[src/rtl/wrapper.sv]
// UART program loader: 8N1 receiver assembles little-endian 32-bit words into
// instruction memory, then hands GPIO outputs to the synchronized inputs.
//
// Receiver states
//   state | meaning
//   IDLE  | line idle, waiting for a synchronized low
//   START | half-bit wait, then confirm the start bit is still low
//   DATA  | sampling 8 data bits at bit centres, LSB first
//   STOP  | sampling the stop bit: valid byte, BREAK, or discard
module wrapper #(
    parameter int CLK_HZ    = 50000000,
    parameter int BIT_RATE  = 9600,
    parameter int MEM_WORDS = 256
) (
    input  logic       clk,
    input  logic       rst,
    input  logic       uart_rxd,
    input  logic       uart_rx_en,
    output logic       uart_rx_break,
    output logic       uart_rx_valid,
    output logic [7:0] uart_rx_data,
    input  logic [3:0] input_gpio_pins,
    output logic [3:0] output_gpio_pins,
    output logic       write_done
);

    localparam int CYCLES_PER_BIT = CLK_HZ / BIT_RATE;
    localparam int CW             = $clog2(CYCLES_PER_BIT);
    localparam int AW             = $clog2(MEM_WORDS);
    localparam logic [CW-1:0] BIT_LOAD  = CW'(CYCLES_PER_BIT - 1);
    localparam logic [CW-1:0] HALF_LOAD = CW'(CYCLES_PER_BIT / 2 - 1);
    localparam logic [AW-1:0] LAST_ADDR = AW'(MEM_WORDS - 1);

    typedef enum logic [1:0] {
        IDLE  = 2'd0,
        START = 2'd1,
        DATA  = 2'd2,
        STOP  = 2'd3
    } rx_state_t;

    // Synchronizers reset to the idle level of each line
    logic       rxd_s1, rxd_s2;
    logic [3:0] gpio_s1, gpio_s2;

    always_ff @(posedge clk) begin
        if (rst) begin
            rxd_s1  <= 1'b1;
            rxd_s2  <= 1'b1;
            gpio_s1 <= 4'b0000;
            gpio_s2 <= 4'b0000;
        end else begin
            rxd_s1  <= uart_rxd;
            rxd_s2  <= rxd_s1;
            gpio_s1 <= input_gpio_pins;
            gpio_s2 <= gpio_s1;
        end
    end

    rx_state_t       state, state_n;
    logic [CW-1:0]   timer, timer_n;
    logic [2:0]      bit_idx, bit_idx_n;
    logic [7:0]      shreg, shreg_n;
    logic [7:0]      data_n;
    logic            valid_n, brk_n;
    logic            tick;

    always_ff @(posedge clk) begin
        if (rst) begin
            state         <= IDLE;
            timer         <= '0;
            bit_idx       <= 3'd0;
            shreg         <= 8'h00;
            uart_rx_data  <= 8'h00;
            uart_rx_valid <= 1'b0;
            uart_rx_break <= 1'b0;
        end else begin
            state         <= state_n;
            timer         <= timer_n;
            bit_idx       <= bit_idx_n;
            shreg         <= shreg_n;
            uart_rx_data  <= data_n;
            uart_rx_valid <= valid_n;
            uart_rx_break <= brk_n;
        end
    end

    always_comb begin
        state_n   = state;
        timer_n   = timer;
        bit_idx_n = bit_idx;
        shreg_n   = shreg;
        data_n    = uart_rx_data;
        valid_n   = 1'b0;
        brk_n     = 1'b0;
        tick      = (timer == '0);

        if (!uart_rx_en) begin
            state_n = IDLE;
        end else begin
            case (state)
                IDLE: begin
                    if (!rxd_s2) begin
                        state_n = START;
                        timer_n = HALF_LOAD;
                    end
                end
                START: begin
                    if (tick) begin
                        if (!rxd_s2) begin
                            state_n   = DATA;
                            timer_n   = BIT_LOAD;
                            bit_idx_n = 3'd0;
                        end else begin
                            state_n = IDLE;
                        end
                    end else begin
                        timer_n = timer - CW'(1);
                    end
                end
                DATA: begin
                    if (tick) begin
                        shreg_n = {rxd_s2, shreg[7:1]};
                        timer_n = BIT_LOAD;
                        if (bit_idx == 3'd7) begin
                            state_n = STOP;
                        end else begin
                            bit_idx_n = bit_idx + 3'd1;
                        end
                    end else begin
                        timer_n = timer - CW'(1);
                    end
                end
                STOP: begin
                    if (tick) begin
                        state_n = IDLE;
                        if (rxd_s2) begin
                            data_n  = shreg;
                            valid_n = 1'b1;
                        end else if (shreg == 8'h00) begin
                            brk_n = 1'b1;
                        end
                    end else begin
                        timer_n = timer - CW'(1);
                    end
                end
                default: state_n = IDLE;
            endcase
        end
    end

    // Loader: bytes accumulate little-endian; the 4th byte completes the word
    logic [31:0]   imem [MEM_WORDS];
    logic [AW-1:0] addr;
    logic [1:0]    byte_cnt;
    logic [23:0]   word_buf;
    logic [31:0]   full_word;
    logic          take_byte, word_end, mem_we;

    assign take_byte = uart_rx_valid && !write_done;
    assign word_end  = take_byte && (byte_cnt == 2'd3);
    assign full_word = {uart_rx_data, word_buf};
    assign mem_we    = word_end && (full_word != 32'hFFFF_FFFF);

    always_ff @(posedge clk) begin
        if (rst) begin
            addr       <= '0;
            byte_cnt   <= 2'd0;
            word_buf   <= 24'h000000;
            write_done <= 1'b0;
        end else if (take_byte) begin
            case (byte_cnt)
                2'd0:    word_buf[7:0]   <= uart_rx_data;
                2'd1:    word_buf[15:8]  <= uart_rx_data;
                2'd2:    word_buf[23:16] <= uart_rx_data;
                default: word_buf        <= word_buf;
            endcase
            byte_cnt <= byte_cnt + 2'd1;
            if (word_end) begin
                if (!mem_we) begin
                    write_done <= 1'b1;
                end else if (addr == LAST_ADDR) begin
                    write_done <= 1'b1;
                end else begin
                    addr <= addr + AW'(1);
                end
            end
        end
    end

    always_ff @(posedge clk) begin
        if (mem_we) begin
            imem[addr] <= full_word;
        end
    end

    assign output_gpio_pins = write_done ? gpio_s2 : 4'b0000;

endmodule

[config.mk]
export PLATFORM = sky130hd
export DESIGN_NAME = wrapper
export DESIGN_NICKNAME = d
export VERILOG_FILES = /design/src/rtl/wrapper.sv
export SDC_FILE = /design/constraint.sdc
export NUM_CORES = 1
export LEC_CHECK = 0
export ABC_AREA = 1
export BUFFER_PORTS_ARGS = -buffer_cell sky130_fd_sc_hd__buf_2
export CAP_MARGIN = 5
export CORE_ASPECT_RATIO = 0.75
export CORE_MARGIN = 2
export CORE_UTILIZATION = 54
export CTS_CLUSTER_DIAMETER = 100
export DETAILED_ROUTE_END_ITERATION = 12
export PLACE_DENSITY = 0.75
export SYNTH_ARGS = -nofsm -noshare
export SYNTH_HDL_FRONTEND = slang
export SYNTH_SLANG_ARGS = --single-unit
[constraint.sdc]
create_clock -name clk -period 1.6 [get_ports clk]
set_input_delay 0.4 -clock clk [delete_from_list [all_inputs] [get_ports clk]]
set_output_delay 0.4 -clock clk [all_outputs]
set_load 0.02 [all_outputs]
==> run_summary.xml <==
<?xml version="1.0" encoding="UTF-8"?>
<metrics>
  <group name="finish">
    <metric name="share_of_layout_cells_above_drive_strength_1" unit="">0.215</metric>
    <metric name="area.growth.synth_to_final" unit="%">20.8</metric>
    <metric name="post_layout_nonfiller_instances" unit="">694</metric>
    <metric name="final_core_utilization" unit="">0.676</metric>
    <metric name="antenna_cells_inserted" unit="">0</metric>
    <metric name="net_total_in_the_final_layout" unit="">627</metric>
    <metric name="num-fill-cells" unit="">578</metric>
  </group>
  <group name="worst_setup_path">
    <metric name="crit_type" unit="">register to register</metric>
    <metric name="reg2regPathDepth" unit="">10</metric>
    <metric name="cp_cell_sequence" unit="">inv_2 &gt; ha_2 &gt; nand2_2 &gt; nor2_4 &gt; nand2_4 &gt; nor2_4 &gt; nand3_4 &gt; nand2_2 &gt; nand2_2 &gt; nor2_2</metric>
    <metric name="cp_slowest_cell" unit="">sky130_fd_sc_hd__dfxtp_2</metric>
    <metric name="crit_arrival" unit="ns">1.87</metric>
    <metric name="largest_stage_delay_on_the_critical_path" unit="ns">0.34</metric>
    <metric name="critical_path.endpoint_type" unit="">register</metric>
    <metric name="critical_path.n_buffers_inverters" unit="">1</metric>
    <metric name="crit-reg2reg-launch" unit="">timer[0]</metric>
    <metric name="cp-start-kind" unit="">register</metric>
    <metric name="critical_path.max_fanout" unit="">5</metric>
    <metric name="worst_path_dominant_cell_family" unit="">simple AND/OR/NAND/NOR gates</metric>
    <metric name="critPathMostFrequentCell" unit="">sky130_fd_sc_hd__nand2_2</metric>
    <metric name="reg2reg_to" unit="">uart_rx_data[7]</metric>
    <metric name="worst-endpoint-required" unit="ns">1.90</metric>
    <metric name="critical_path_cell_count" unit="">10</metric>
    <metric name="r2r_slack" unit="ns">0.03</metric>
  </group>
  <group name="pwr">
    <metric name="pwr_density_cell" unit="nW/µm²">863</metric>
    <metric name="report.power.total" unit="W">0.00398</metric>
    <metric name="p_leak" unit="nW">2.03</metric>
    <metric name="vdd_ir_drop_max" unit="mV">0.431</metric>
  </group>
  <group name="timing">
    <metric name="clock.fmax" unit="MHz">637</metric>
    <metric name="clock_skew" unit="ns">0.00965</metric>
    <metric name="slew-limit-headroom" unit="">0.771</metric>
    <metric name="final_max_slew_viol_count" unit="">0</metric>
    <metric name="transition_time_at_the_pin_with_the_least_slew_margin" unit="ns">0.344</metric>
    <metric name="hold_ws" unit="ns">0.222</metric>
    <metric name="grt_setup_unrepaired" unit="">true</metric>
    <metric name="finalHoldViolCount" unit="">0</metric>
    <metric name="finalCritPeriodShare" unit="">0.981</metric>
    <metric name="min_period" unit="ns">1.57</metric>
    <metric name="tns" unit="ns">0</metric>
    <metric name="setup_viol" unit="">0</metric>
  </group>
  <group name="floorplan">
    <metric name="placement_rows" unit="">26</metric>
    <metric name="die-height" unit="µm">76.8</metric>
    <metric name="initial_cell_density_of_the_core" unit="">0.559</metric>
    <metric name="die_w" unit="µm">101</metric>
    <metric name="design.core.area" unit="µm²">6830</metric>
    <metric name="design.die.area" unit="µm²">7770</metric>
    <metric name="pin_count" unit="">23</metric>
  </group>
  <group name="place">
    <metric name="place.port_buffers" unit="">22</metric>
    <metric name="hpwlAfterDp" unit="µm">6040</metric>
    <metric name="placer_congestion" unit="">0.849</metric>
    <metric name="dpl.cell_count" unit="">670</metric>
  </group>
  <group name="clock_tree">
    <metric name="numCtsBuffers" unit="">9</metric>
    <metric name="tritoncts" unit="">built</metric>
    <metric name="cts_hold_repair.buffers" unit="">0</metric>
    <metric name="clockBufferDepth" unit="">2</metric>
    <metric name="cts.root.buffer_cell" unit="">sky130_fd_sc_hd__clkbuf_8</metric>
    <metric name="tritoncts_num_sinks" unit="">81</metric>
    <metric name="clk_pin_slew_worst_paths" unit="ns">0.09</metric>
    <metric name="clk-insertion-delay-late" unit="ns">0.36</metric>
    <metric name="cts.htree.levels" unit="">3</metric>
  </group>
  <group name="yosys">
    <metric name="ys_warn_count" unit="">0</metric>
    <metric name="synthDominantCellAreaShare" unit="">0.425</metric>
    <metric name="synthTopCellsByArea" unit="">sky130_fd_sc_hd__dfxtp_1 (42%), sky130_fd_sc_hd__nand2_1 (12%), sky130_fd_sc_hd__a21oi_1 (7.9%)</metric>
    <metric name="synth_nets" unit="">566</metric>
    <metric name="synth.yosys.seq_area_share" unit="">0.425</metric>
    <metric name="syn-mean-instance-area" unit="µm²">7.02</metric>
    <metric name="post_synth_num_cell_types" unit="">29</metric>
    <metric name="yosys_register_bits" unit="">81</metric>
    <metric name="synthesis.area" unit="µm²">3820</metric>
    <metric name="synth.largest_area_cell" unit="">sky130_fd_sc_hd__dfxtp_1</metric>
    <metric name="postSynthCellCount" unit="">544</metric>
  </group>
  <group name="hold_path">
    <metric name="holdPathEnd" unit="">rxd_s1</metric>
    <metric name="class_of_the_tightest_hold_or_removal_check" unit="">input port to register</metric>
    <metric name="timing.hold.worst.start" unit="">uart_rxd</metric>
    <metric name="worst_hold_path.num_cells" unit="">2</metric>
  </group>
  <group name="global_route">
    <metric name="first_pass_grt_wire_length" unit="µm">14600</metric>
    <metric name="global_route.usage.total" unit="">0.232</metric>
    <metric name="grt_antenna_before_repair" unit="">0</metric>
    <metric name="grt_start_max_net_pins" unit="">29</metric>
    <metric name="vias_in_the_first_global_route" unit="">3227</metric>
    <metric name="grt_overflow_total" unit="">0</metric>
  </group>
  <group name="run">
    <metric name="timing.max_cap.violations" unit="">0</metric>
  </group>
  <group name="route">
    <metric name="detail_route.iter0.violations" unit="">184</metric>
    <metric name="drt_wl_total" unit="µm">9010</metric>
    <metric name="vias_per_inst" unit="">5.24</metric>
    <metric name="post-route-drc-count" unit="">0</metric>
    <metric name="final_antenna_net_count" unit="">0</metric>
    <metric name="via_count" unit="">3636</metric>
    <metric name="drt_first_pass_iters" unit="">4</metric>
    <metric name="detail_route.wl_per_cell" unit="µm">13.0</metric>
  </group>
  <group name="run_status">
    <metric name="status" unit="">completed</metric>
  </group>
</metrics>
[power by group]
group / internal, W / switching (W)
clock network: 0.000775 / 0.000774
registers: 0.00204 / 0.0000180
logic: 0.000149 / 0.000227
[cell type report]
cell class	instances	area, µm²	area share
timing repair buffer	63	418	0.0905
clock buffer	11	141	0.0306
multi-input combinational	384	2010	0.435
inverter	66	251	0.0545
tap	84	105	0.0228
sequential	81	1630	0.353
clock inverter	5	63.8	0.0138
[stage by stage]
step	setup slack (ns)	cell area, µm²
CTS	0.00337	4440
global placement	0.0430	4220
finish	0.0305	4620
global route	-0.0502	4620
detailed placement	-0.0905	4220
floorplan	0.0893	3820
[state kept, by name (all words and copies together), names as in the netlist, named ones only]
| signal | flops |
|---|---|
| uart_rx_data | 8 |
| rxd_s1 | 1 |
| gpio_s1 | 4 |
| uart_rx_valid | 1 |
| shreg | 8 |
| uart_rx_break | 1 |
| word_buf | 24 |
| gpio_s2 | 4 |
| addr | 8 |
| timer | 13 |
| byte_cnt | 2 |
| write_done | 1 |
| state | 1 |
| rxd_s2 | 1 |
| bit_idx | 3 |
[worst max path at each step]
stage	startpoint	end	slack, ns
6_report	timer[0]	uart_rx_data[7]	0.03
5_1_grt	timer[0]	uart_rx_data[7]	-0.05
4_1_cts	bit_idx[0]	bit_idx[2]	0.003
3_5_place_dp	timer[0]	timer[9]	-0.09
3_3_place_gp	bit_idx[0]	bit_idx[1]	0.04
2_1_floorplan	timer[0]	shreg[6]	0.09
[layout by cell type, fill, tap and decap left out, drive strengths merged, types with 2 or more instances in the layout]
master	instances
clkbuf	11
clkinv	3
xnor2	3
a21oi	60
nor3	2
buf	63
nand3	44
xor2	8
clkinvlp	2
ha	14
nor2	83
nand2	131
or2	2
nand4	11
o21ai	23
dfxtp	81
inv	65
[cell usage after synthesis]
cell type                  count
sky130_fd_sc_hd__clkinv_1      2
sky130_fd_sc_hd__nor2_4        3
sky130_fd_sc_hd__nand3_1      40
sky130_fd_sc_hd__buf_1         2
sky130_fd_sc_hd__nand2_4       1
sky130_fd_sc_hd__nand3b_1      1
sky130_fd_sc_hd__buf_6         1
sky130_fd_sc_hd__nand3_2       1
sky130_fd_sc_hd__nand2_1     127
sky130_fd_sc_hd__nor2_1       77
sky130_fd_sc_hd__inv_1        63
sky130_fd_sc_hd__nor3_1        2
sky130_fd_sc_hd__a21oi_1      60
sky130_fd_sc_hd__xnor2_1       3
sky130_fd_sc_hd__nor2_2        3
sky130_fd_sc_hd__clkbuf_8      1
sky130_fd_sc_hd__inv_2         1
sky130_fd_sc_hd__nor4_1        1
sky130_fd_sc_hd__o21ai_0      23
sky130_fd_sc_hd__a21boi_0      1
sky130_fd_sc_hd__clkbuf_1     10
sky130_fd_sc_hd__dfxtp_1      81
sky130_fd_sc_hd__nand2_2       3
sky130_fd_sc_hd__nand4_1      11
sky130_fd_sc_hd__or2_2         2
sky130_fd_sc_hd__ha_1         14
sky130_fd_sc_hd__xor2_1        8
sky130_fd_sc_hd__nand3_4       1
sky130_fd_sc_hd__buf_2         1
[metal layers]
layer  up-vias  wire [µm]  part of all wire  track usage
met5         -          0                 0            0
met4         0        130             0.014       0.0689
met3        19        610             0.068       0.0620
met2       125       4050              0.45        0.350
met1      1635       4220              0.47        0.324
li1       1857          -                 -            -
[repair_timing]
action | CTS | global route
gates resized for setup | 4 | 43
buffers inserted | 0 | 6
setup endpoints to repair | 21 | 60
gates cloned | 0 | 2
pin swaps | 1 | 8
[kinds of logic (layout without fill, tap and decap cells)]
logic type,after synthesis,after routing,synth area share
compound gates,84,84,0.111
xor+xnor,11,11,0.0252
simple gates,273,275,0.309
flops,81,81,0.425
buf+inv,81,145,0.0845
fa+ha+maj,14,14,0.0459
Note: power is estimated with default switching activity, not from simulation.
